==> config.mk <==
export PLATFORM = sky130hd
export DESIGN_NAME = latency_sched
export DESIGN_NICKNAME = d
export VERILOG_FILES = /design/src/rtl/latency_sched_pkg.sv /design/src/rtl/latency_sched_rr_arbiter.sv /design/src/rtl/latency_sched.sv
export SDC_FILE = /design/constraint.sdc
export NUM_CORES = 1
export LEC_CHECK = 0
export ABC_AREA = 0
export BUFFER_PORTS_ARGS = -buffer_cell sky130_fd_sc_hd__buf_2
export CAP_MARGIN = 20
export CORE_UTILIZATION = 50
export CTS_BUF_LIST = sky130_fd_sc_hd__clkbuf_4 sky130_fd_sc_hd__clkbuf_8 sky130_fd_sc_hd__clkbuf_16
export DETAILED_ROUTE_END_ITERATION = 10
export PLACE_DENSITY = 0.76
export SETUP_SLACK_MARGIN = 0.15
export SLEW_MARGIN = 30
export SYNTH_ARGS = -nofsm -noshare
export SYNTH_HDL_FRONTEND = slang
export SYNTH_SLANG_ARGS = --single-unit
==> constraint.sdc <==
create_clock -name clock -period 4.6 [get_ports clock]
set_input_delay 0.23 -clock clock [delete_from_list [all_inputs] [get_ports clock]]
set_output_delay 0.23 -clock clock [all_outputs]
set_load 0.03 [all_outputs]
==> src/rtl/latency_sched_pkg.sv <==
// Shared defaults and helpers for the delayed-event scheduler.
package latency_sched_pkg;

  localparam int unsigned NREQ_DEF  = 4;
  localparam int unsigned NSLOT_DEF = 4;
  localparam int unsigned DSIZE_DEF = 12;
  localparam int unsigned CSIZE_DEF = 5;

  // A zero latency would expire before it could be seen, so it behaves as one cycle.
  function automatic logic [31:0] lat_min1(input logic [31:0] lat);
    return (lat == '0) ? 32'd1 : lat;
  endfunction

endpackage

==> src/rtl/latency_sched_rr_arbiter.sv <==
// Round-robin single-grant arbiter; the pointer advances past each accepted winner.
module sched_rr_arbiter
  import latency_sched_pkg::*;
#(
  parameter int unsigned NREQ = NREQ_DEF
) (
  input  logic            clock,
  input  logic            rst_n,
  input  logic [NREQ-1:0] req,
  input  logic            enable,
  output logic [NREQ-1:0] gnt
);

  localparam int unsigned PW = $clog2(NREQ);

  logic [PW-1:0] ptr_q;
  logic [PW-1:0] ptr_d;
  logic [PW-1:0] scan_idx;

  always_comb begin
    gnt      = '0;
    ptr_d    = ptr_q;
    scan_idx = '0;
    if (enable) begin
      for (int unsigned k = 0; k < NREQ; k++) begin
        scan_idx = PW'((32'(ptr_q) + k) % NREQ);
        if (req[scan_idx] && (gnt == '0)) begin
          gnt[scan_idx] = 1'b1;
          ptr_d         = PW'((32'(scan_idx) + 32'd1) % NREQ);
        end
      end
    end
  end

  always_ff @(posedge clock) begin
    if (!rst_n) begin
      ptr_q <= '0;
    end else begin
      ptr_q <= ptr_d;
    end
  end

endmodule

==> src/rtl/latency_sched.sv <==
// Shared pool of countdown slots issuing one-cycle done pulses a programmed delay after accept.
module latency_sched
  import latency_sched_pkg::*;
#(
  parameter int unsigned NREQ  = NREQ_DEF,
  parameter int unsigned NSLOT = NSLOT_DEF,
  parameter int unsigned DSIZE = DSIZE_DEF,
  parameter int unsigned CSIZE = CSIZE_DEF
) (
  input  logic                  clock,
  input  logic                  rst_n,
  input  logic [NREQ-1:0]       req,
  input  logic [NREQ*DSIZE-1:0] req_lat,
  output logic [NREQ-1:0]       gnt,
  input  logic                  flush,
  output logic [NREQ-1:0]       done,
  output logic [NREQ-1:0]       overrun,
  output logic [CSIZE-1:0]      occupancy,
  output logic                  full
);

  localparam int unsigned OW = $clog2(NREQ);
  localparam int unsigned SW = (NSLOT > 1) ? $clog2(NSLOT) : 1;

  logic [NSLOT-1:0] slot_valid;
  logic [NSLOT-1:0] slot_exp;
  logic [OW-1:0]    slot_owner [NSLOT];

  logic             arb_en;
  logic             accept;
  logic [OW-1:0]    win_idx;
  logic [DSIZE-1:0] win_lat;
  logic [DSIZE-1:0] load_lat;
  logic [SW-1:0]    alloc_idx;
  logic             alloc_found;

  logic [CSIZE-1:0] occ_d, occ_q;
  logic             full_d, full_q;

  // Free-slot status comes from registered valid bits only, so a slot freed
  // at an edge is offered again from the following cycle.
  assign arb_en = rst_n && !flush && !(&slot_valid);

  sched_rr_arbiter #(
    .NREQ(NREQ)
  ) u_arb (
    .clock (clock),
    .rst_n (rst_n),
    .req   (req),
    .enable(arb_en),
    .gnt   (gnt)
  );

  assign accept = |gnt;

  always_comb begin
    win_idx = '0;
    win_lat = '0;
    for (int unsigned i = 0; i < NREQ; i++) begin
      if (gnt[i]) begin
        win_idx = OW'(i);
        win_lat = req_lat[i*DSIZE +: DSIZE];
      end
    end
  end

  assign load_lat = DSIZE'(lat_min1(32'(win_lat)));

  always_comb begin
    alloc_idx   = '0;
    alloc_found = 1'b0;
    for (int unsigned s = 0; s < NSLOT; s++) begin
      if (!slot_valid[s] && !alloc_found) begin
        alloc_idx   = SW'(s);
        alloc_found = 1'b1;
      end
    end
  end

  for (genvar s = 0; s < NSLOT; s++) begin : g_slot
    logic             valid_q;
    logic [OW-1:0]    owner_q;
    logic [DSIZE-1:0] cnt_q;
    logic             load;

    assign load = accept && alloc_found && (alloc_idx == SW'(s));

    // Counter holds the remaining edges until expiry; the expiring edge both
    // frees the slot and registers the done pulse.
    always_ff @(posedge clock) begin
      if (!rst_n) begin
        valid_q <= 1'b0;
        owner_q <= '0;
        cnt_q   <= '0;
      end else if (flush) begin
        valid_q <= 1'b0;
      end else if (load) begin
        valid_q <= 1'b1;
        owner_q <= win_idx;
        cnt_q   <= load_lat;
      end else if (valid_q) begin
        if (cnt_q == DSIZE'(1)) begin
          valid_q <= 1'b0;
        end else begin
          cnt_q <= cnt_q - DSIZE'(1);
        end
      end
    end

    assign slot_valid[s] = valid_q;
    assign slot_owner[s] = owner_q;
    assign slot_exp[s]   = valid_q && (cnt_q == DSIZE'(1));
  end

  for (genvar r = 0; r < NREQ; r++) begin : g_req
    logic [NSLOT-1:0] hit;
    logic             done_q;
    logic             ovr_q;

    always_comb begin
      hit = '0;
      for (int unsigned s = 0; s < NSLOT; s++) begin
        hit[s] = slot_exp[s] && (slot_owner[s] == OW'(r));
      end
    end

    always_ff @(posedge clock) begin
      if (!rst_n) begin
        done_q <= 1'b0;
        ovr_q  <= 1'b0;
      end else begin
        done_q <= !flush && (|hit);
        if (!flush && ((hit & (hit - NSLOT'(1))) != '0)) begin
          ovr_q <= 1'b1;
        end
      end
    end

    assign done[r]    = done_q;
    assign overrun[r] = ovr_q;
  end

  always_comb begin
    occ_d = '0;
    for (int unsigned s = 0; s < NSLOT; s++) begin
      occ_d = occ_d + CSIZE'(slot_valid[s]);
    end
    full_d = (occ_d == CSIZE'(NSLOT));
  end

  always_ff @(posedge clock) begin
    if (!rst_n) begin
      occ_q  <= '0;
      full_q <= 1'b0;
    end else begin
      occ_q  <= occ_d;
      full_q <= full_d;
    end
  end

  assign occupancy = occ_q;
  assign full      = full_q;

endmodule

==> parameters.txt, run 1 <==
Parameter                              Value

Power
  PD cells ... 423.1 nW/um^2
  Clock Power Share ... 26.0%
  Internal ... 1532 uW
  Switching share of power ... 38.73%
  Max rail drop VDD ... 210.7 uV
  Combinational share of power ... 41.8%
  P_leak ... 0.002810 uW
  Power dissipated by switching net loads ... 968.4 uW
  Reg power frac ... 32.2%
  Overall Power ... 2500 uW

Final layout
  Area used by sequential logic in the layout ... 1483 sq um
  # fillers ... 854
  Proportion of layout cells with a drive suffix above 1 ... 20.11%
  Multi-input gate area in the final layout ... 3403 sq um
  Synthesis-to-finish area growth ... 13.10%
  Layout Nets ... 768
  Final Instance Count excl. Fillers ... 829
  Number of inserted diodes ... 0
  Core Util, Final ... 59.36%

STA
  Worst rel slew slack ... 40.82%
  Maximum clock skew at final layout ... 13.34 ps
  Hold Slack ... 327.1 ps
  Number of setup violations in the final report ... 0
  Least-Margin Pin Slew ... 880.2 ps
  Number of failing hold endpoints at the final stage ... 0
  Final count of pins violating max slew ... 0
  Fmax ... 0.2362 GHz
  Setup TNS Final ... 0 ps
  Clock period minus worst slack ... 4234 ps
  Tcrit/Tclk final ... 92.05%
  Unrepaired setup endpoints after global routing ... no

Yosys
  Syn avg cell area ... 8.307 sq um
  Top cells by area, synth ... dfxtp_1 (28%), o211a_1 (6.5%), nand2_1 (6.4%), ha_1 (5.0%), xor2_1 (3.9%)
  Number of synthesized flops with an enable pin ... 0
  Fraction of synthesized cell area taken by the top area cell type ... 28.35%
  Synthesized area ... 5225 sq um
  Register bit count reported by yosys ... 74
  Leading cell type by number of instances after synthesis ... nand2_1
  Synth warnings ... 0
  Leading register cell type out of synthesis ... dfxtp_1
  Distinct cells, synth ... 84
  Instance count of the mapped netlist ... 629
  Proportion of synthesized flip-flops having asynchronous set or reset ... 0%
  Synth area leader ... dfxtp_1
  Register area share after synthesis ... 28.35%
  Top cells by instance count after synthesis ... nand2_1 (89), dfxtp_1 (74), nor2_1 (35), o211a_1 (34), nor3_1 (30)

Worst setup path
  Crit-path cells ... inv_1, ha_1, or4_4, a21boi_4, a22oi_2, a222oi_1, o22a_2, inv_2, a2111o_2, or3b_1, buf_4, nand2_1, and3_1
  Cell type of the slowest stage on the worst timing path ... or4_4
  Data required, critical path ... 4860 ps
  Startpoint Class ... flop
  Arrival time of the worst setup path ... 4500 ps
  Worst path max stage delay ... 590 ps
  Endpoint kind of the worst setup timing path ... flop
  Maximum fanout along the worst path ... 21
  Crit Path Category ... flop to flop
  Number of buffers and inverters on the critical path ... 3
  Largest delay share family, worst path ... compound AO/OA/AOI/OAI gates

Floorplanning
  Die boundary height ... 104.2 um
  Initial Utilization ... 52.49%
  X dimension of the die ... 104.2 um
  I/O Pins ... 73
  Std-Cell Core Area ... 9955 sq um
  Die area ... 10,860 sq um
  Number of standard-cell rows in the floorplan ... 36

Clock tree
  CTS root buffer ... clkbuf_8
  Number of buffers added by the clock tree synthesis step ... 9
  Buffer levels on the longest clock path ... 2
  Skew-Pair Late Insertion Delay ... 360 ps
  CTS tree ... yes
  Buffer count from post-CTS setup fixing ... 0
  Register clock-pin slew on the reported worst setup and hold paths ... 80 ps
  Number of clock sinks ... 74
  Number of levels in the clock H-tree ... 3

Detailed routing
  Violation count after the first detailed-route iteration ... 301
  Remaining number of nets flagged by the antenna check after routing ... 0
  Mean number of vias per cell ... 6.055
  Number of vias after detailed routing ... 5,020
  Detailed-route DRC error count ... 0
  Final Routed Wirelength ... 13,520 um
  WL per Instance ... 16.30 um
  Router iterations before antenna repair ... 6

GRT
  Number of global-route vias before repair ... 4,825
  Wire length of the first global-routing pass ... 22,850 um
  Antenna violations before repair ... 0
  Pin count of the biggest net entering global routing ... 71
  Gr usage total ... 25.80%
  Global route total overflow ... 0

Place
  Placed cell count ... 813
  Count of buffers from port buffering ... 70
  Detailed Place HPWL ... 10,100 um
  RD Place Congestion ... 0.9085

Hold path
  Worst hold-check path type ... input port to flop

Job
  Max-cap violation count ... 0

Status
  Status ... finished clean
==> flip-flops by register name (all words and copies together), names as in the netlist <==
signal,count
full,1
g_req.done_q,4
g_req.ovr_q,4
g_slot.cnt_q,48
g_slot.owner_q,8
g_slot.valid_q,4
occupancy,3
u_arb.ptr_q,2
==> stage by stage <==
step / worst slack, ps / instance area (sq um)
floorplan: 700.8 / 5229
global placement: 349.0 / 5633
detailed placement: 246.4 / 5633
CTS: 218.4 / 5892
global route: 167.6 / 5909
finish: 365.5 / 5909
==> path summary, 6_finish.rpt <==
| kind | from | end | slack, ps | cells after the start |
|---|---|---|---|---|
| hold / removal | req_lat[36] | g_slot[0].cnt_q[0]$_SDFFE_PN0P_ | 330 | 5 |
| setup / recovery | u_arb.ptr_q[1]$_SDFFE_PN0P_ | g_slot[0].cnt_q[7]$_SDFFE_PN0P_ | 370 | 13 |
| hold reg to reg | g_req[3].ovr_q$_SDFFE_PN0P_ | g_req[3].ovr_q$_SDFFE_PN0P_ | 460 | 2 |
| setup reg to reg | u_arb.ptr_q[1]$_SDFFE_PN0P_ | g_slot[0].cnt_q[7]$_SDFFE_PN0P_ | 370 | 13 |
==> power by group through the flow <==
stage | Sequential (uW) | Combinational, uW | Clock, uW
floorplan | 797 | 765 | 0
global placement | 808 | 990 | 0
detailed placement | 813 | 1020 | 0
CTS | 799 | 1020 | 659
global route | 814 | 1140 | 687
finish | 804 | 1050 | 651
==> cells by family (layout without fill, tap and decap cells) <==
kind of cell | after synthesis | count (layout) | synth area share (%)
compound gates | 155 | 155 | 23.95
xor+xnor | 43 | 43 | 7.208
fa+ha+maj | 22 | 22 | 5.412
buf+inv | 65 | 131 | 6.897
flops | 74 | 74 | 28.35
mux | 11 | 11 | 3.185
other cells | 1 | 2 | 0.07177
simple gates | 258 | 258 | 24.93
==> layout by cell type, fill, tap and decap left out, types with 6 or more instances in the layout <==
cell type	count
nand3_1	24
o211ai_1	6
nor4_1	11
buf_2	70
o31ai_1	6
o21ai_0	21
inv_1	21
clkbuf_8	11
a21oi_1	14
o211a_1	34
nor2_1	35
nor2b_1	6
buf_4	21
xor2_1	23
dfxtp_1	73
nor3_1	30
or3_1	8
o22ai_1	7
xnor2_1	20
and2_1	13
a311oi_1	6
a31oi_1	8
nand2_1	89
ha_1	21
==> final cells by class <==
| cell class | instances | area share, % |
|---|---|---|
| multi-input cells | 491 | 57.59 |
| flip-flops and latches | 74 | 25.09 |
| repair buffers | 91 | 8.596 |
| well taps | 133 | 2.816 |
| clock buffers | 11 | 2.562 |
| clock inverters | 5 | 1.821 |
| inverters | 24 | 1.524 |
==> layer usage <==
metal  vias up  GRT usage (%)  part of all wire (%)  wire length [um]
li1       2413              -                     -                 -
met1      2351          32.67                    43              5867
met2       216          42.00                    46              6273
met3        40          4.825                   6.5               882
met4         0          12.76                   3.6               493
met5         -              0                     0                 0
==> what timing repair did <==
| item | 4_1_cts | 5_1_grt |
|---|---|---|
| endpoints found under the hold margin | 0 | 0 |
| endpoints found under the setup margin | 0 | 57 |
| resized for setup | 0 | 4 |
| hold buffers | 0 | 0 |
==> worst reg2reg max path, stage by stage, from the launching register on <==
cell,delay (ps)
dfxtp_2,470
inv_1,150
ha_1,290
or4_4,590
a21boi_4,300
a22oi_2,160
a222oi_1,420
o22a_2,380
inv_2,150
a2111o_2,510
or3b_1,230
buf_4,250
nand2_1,80
and3_1,170
(Power assumes the default switching activity.)
==> inputs of run 2 (changes only) <==
--- a/config.mk
+++ b/config.mk
@@ -16,4 +16,5 @@
 export SLEW_MARGIN = 30
 export SYNTH_ARGS = -nofsm -noshare
 export SYNTH_HDL_FRONTEND = slang
+export SYNTH_HIERARCHICAL = 1
 export SYNTH_SLANG_ARGS = --single-unit
==> run 2 against run 1 <==
Net effect: sequential power fell by 12%; critical endpoint is now g_slot[1].cnt_q[11]$_SDFFE_PN0P_; register-to-register slack improved by 50 ps; clock skew fell by 1.9 ps; count of clock-buffer cells in the layout did not move; critical path depth rose by 1; non-clock buffer count rose by 8; cell area rose by 6.4%.
==> parameters.txt, run 2 <==
Parameter                              Value

Status
  Status ... finished clean

Clock tree
  CTS tree ... yes
  Buffer levels on the longest clock path ... 2 (unchanged)
  CTS root buffer ... clkbuf_8
  Skew-Pair Late Insertion Delay ... 360 ps (about the same)
  Register clock-pin slew on the reported worst setup and hold paths ... 90 ps (about the same)
  Number of levels in the clock H-tree ... 3 (unchanged)
  Number of buffers added by the clock tree synthesis step ... 9 (unchanged)
  Number of clock sinks ... 74 (unchanged)

Floorplanning
  Number of standard-cell rows in the floorplan ... 37 (+2.8%)
  Die boundary height ... 106.2 um (+1.9%)
  Die area ... 11,280 sq um (+3.8%)
  X dimension of the die ... 106.2 um (+1.9%)
  I/O Pins ... 73 (unchanged)
  Std-Cell Core Area ... 10,420 sq um (+4.6%)
  Initial Utilization ... 52.11% (-0.38 points)

Detailed routing
  Router iterations before antenna repair ... 7 (+1)
  Mean number of vias per cell ... 6.306 (+4.1%)
  Violation count after the first detailed-route iteration ... 549 (+82%)
  WL per Instance ... 17.74 um (+8.8%)
  Number of vias after detailed routing ... 5,707 (+14%)
  Final Routed Wirelength ... 16,060 um (+19%)
  Detailed-route DRC error count ... 0 (unchanged)
  Remaining number of nets flagged by the antenna check after routing ... 0 (unchanged)

STA
  Worst rel slew slack ... 50.26% (+9.4 points)
  Number of setup violations in the final report ... 0 (unchanged)
  Number of failing hold endpoints at the final stage ... 0 (unchanged)
  Setup TNS Final ... 0 ps (unchanged)
  Final count of pins violating max slew ... 0 (unchanged)
  Unrepaired setup endpoints after global routing ... no
  Clock period minus worst slack ... 4186 ps (-48.27 ps)
  Fmax ... 0.2389 GHz (+1.2%)
  Least-Margin Pin Slew ... 746.0 ps (-134.2 ps)
  Maximum clock skew at final layout ... 11.48 ps (-1.857 ps)
  Tcrit/Tclk final ... 91.00% (-1.0 points)

Yosys
  Area share of fa/ha/maj cells after synthesis ... 5.210% (-0.20 points)
  Combinational family with the most area after synthesis ... compound AO/OA/AOI/OAI gates
  Xor-xnor portion of the synthesized cell area ... 0% (-7.2 points)
  Multiplexer area fraction after synthesis ... 2.374% (-0.81 points)
  Post-Synth Simple-Gate Area ... 26.53% (+1.6 points)
  Top cells by instance count after synthesis ... dfxtp_1 (74), nand2_1 (71), nor2_1 (63), o21ai_0 (52), a21oi_1 (43)
  Register area share after synthesis ... 27.29% (-1.1 points)
  Distinct cells, synth ... 81 (-3.6%)
  Leading cell type by number of instances after synthesis ... dfxtp_1
  Synth warnings ... 6 (+6)
  Register bit count reported by yosys ... 74 (unchanged)
  Synthesized area ... 5428 sq um (+3.9%)
  Fraction of synthesized cell area taken by the top area cell type ... 27.29% (-1.1 points)
  Proportion of synthesized flip-flops having asynchronous set or reset ... 0% (unchanged)
  Number of synthesized flops with an enable pin ... 0 (unchanged)
  Instance count of the mapped netlist ... 702 (+12%)
  Top cells by area, synth ... dfxtp_1 (27%), nand2_1 (4.9%), ha_1 (4.8%), o21ai_0 (4.8%), nor2_1 (4.4%)
  Synth area leader ... dfxtp_1
  Syn avg cell area ... 7.732 sq um (-6.9%)
  Leading register cell type out of synthesis ... dfxtp_1
  Synth Area in Compound Gates ... 31.90% (+8.0 points)

Final layout
  Number of inserted diodes ... 0 (unchanged)
  Largest registers in the final layout ... g_slot.cnt_q x48, g_slot.owner_q x8
  Flip-flop count of the largest register, all copies and words added ... 48 (unchanged)
  Cell area after layout ... 6289 sq um (+6.4%)
  Synthesis-to-finish area growth ... 15.86%
  Proportion of layout cells with a drive suffix above 1 ... 20.94% (+0.82 points)
  Most common cell after layout, fill and taps aside ... dfxtp_1
  Most frequent cells in the layout ... dfxtp_1 (74), nand2_1 (71), buf_2 (70), nor2_1 (63), o21ai_0 (52)
  Layout Nets ... 841 (+9.5%)
  Most flop-heavy register ... g_slot.cnt_q

Power
  P_leak ... 0.002546 uW (-9.4%)
  PD cells ... 341.2 nW/um^2 (-19%)
  Overall Power ... 2146 uW (-14%)
  Max rail drop VDD ... 328.6 uV (+56%)

Place
  Detailed Place HPWL ... 11,230 um (+11%)
  Count of buffers from port buffering ... 70 (unchanged)
  RD Place Congestion ... 0.9463 (+4.2%)
  Placed Instance Area ... 5919 sq um (+5.1%)

GRT
  Antenna violations before repair ... 0 (unchanged)
  Wire length of the first global-routing pass ... 26,230 um (+15%)
  Global route total overflow ... 0 (unchanged)
  Pin count of the biggest net entering global routing ... 80 (+13%)
  Number of global-route vias before repair ... 5,347 (+11%)
  Gr usage total ... 29.07% (+3.3 points)

Worst setup path
  Worst Reg-to-Reg Cells ... 14 (+1)
  Maximum fanout along the worst path ... 16 (-24%)
  Endpoint kind of the worst setup timing path ... flop
  Startpoint Class ... flop
  Crit Path Category ... flop to flop
  Arrival time of the worst setup path ... 4450 ps (-50 ps)
  Data required, critical path ... 4860 ps (about the same)

Job
  Max-cap violation count ... 0 (unchanged)

Hold path
  Number of cells on the worst hold path ... 3 (-2)
  Worst hold-check path type ... input port to flop
[run 2: cell types whose count changed after synthesis, sizes merged, moves of 9 or more]
cell and change:
o211a -26, a21boi +10, nor3 -11, xor2 -23, a21oi +29, nand2 -18
inv +9, clkbuf +15, nor2 +28, o21ai +31, xnor2 -20
[run 2: report_power, final]
| group | switching, uW | total [uW] | internal [uW] |
|---|---|---|---|
| Combinational | 496 | 822 | 327 |
| Sequential | 35.2 | 709 | 673 |
| Clock | 276 | 615 | 338 |
| Total | 807 | 2150 | 1340 |
[run 2: cell type report]
cell class              instances  area [sq um]
clock inverters                 5         85.08
multi-input cells             548          3700
inverters                      32         120.1
fillers                       965          4128
well taps                     136         170.2
clock buffers                  11         151.4
repair buffers                 99         580.6
flip-flops and latches         74          1481
[run 2: cell families (layout without fill, tap and decap cells)]
| kind of cell | after synthesis | after routing |
|---|---|---|
| compound gates | 241 | 241 |
| fa+ha+maj | 22 | 22 |
| buf+inv | 81 | 147 |
| flops | 74 | 74 |
| mux | 7 | 7 |
| other cells | 1 | 2 |
| simple gates | 276 | 276 |
[run 2: per-layer routing]
metal / GRT usage [%] / share of wire, % / vias up
met5: 0 / 0 / -
li1: - / - / 2745
met2: 47.12 / 46 / 216
met1: 36.12 / 43 / 2680
met3: 6.315 / 6.9 / 66
met4: 14.98 / 4.3 / 0
[run 2: path summary, 6_finish.rpt]
| kind | from | endpoint | slack (ps) |
|---|---|---|---|
| setup reg to reg | u_arb/ptr_q[0]$_SDFFE_PN0P_ | g_slot[1].cnt_q[11]$_SDFFE_PN0P_ | 410 |
| hold / removal | rst_n | g_req[3].done_q$_SDFF_PN0_ | 350 |
| setup / recovery | u_arb/ptr_q[0]$_SDFFE_PN0P_ | g_slot[1].cnt_q[11]$_SDFFE_PN0P_ | 410 |
| hold reg to reg | g_req[2].ovr_q$_SDFFE_PN0P_ | g_req[2].ovr_q$_SDFFE_PN0P_ | 440 |
[run 2: critical path, cell delays in order, from the launching register on]
cell and delay (ps):
dfxtp_1 320, buf_4 160, ha_1 260, or4_1 590, a21boi_4 300, a2111oi_4 130, a222oi_1 350, a21oi_2 130
buf_4 200, or4_1 530, and3_1 420, nor2_1 310, a32oi_1 130, o21ai_0 190, nor2_1 50
[run 2: what timing repair did]
item	in CTS	in global routing
resized for setup	0	11
setup endpoints to repair	0	38
hold buffers	0	0
buffers inserted	0	6
hold endpoints to repair	0	0
[run 2: metrics by stage]
| stage | hold slack [ps] | std cells | worst slack, ps | utilization (%) |
|---|---|---|---|---|
| 4_1_cts | 334.2 | 899 | 206.8 | 59.10 |
| 3_5_place_dp | 429.7 | 883 | 234.3 | 56.83 |
| 6_report | 348.2 | 905 | 413.8 | 60.37 |
| 5_1_grt | 354.7 | 905 | 175.8 | 60.37 |
| 2_1_floorplan | 377.6 | 703 | 172.9 | - |
| 3_3_place_gp | 427.4 | 883 | 416.3 | 56.83 |
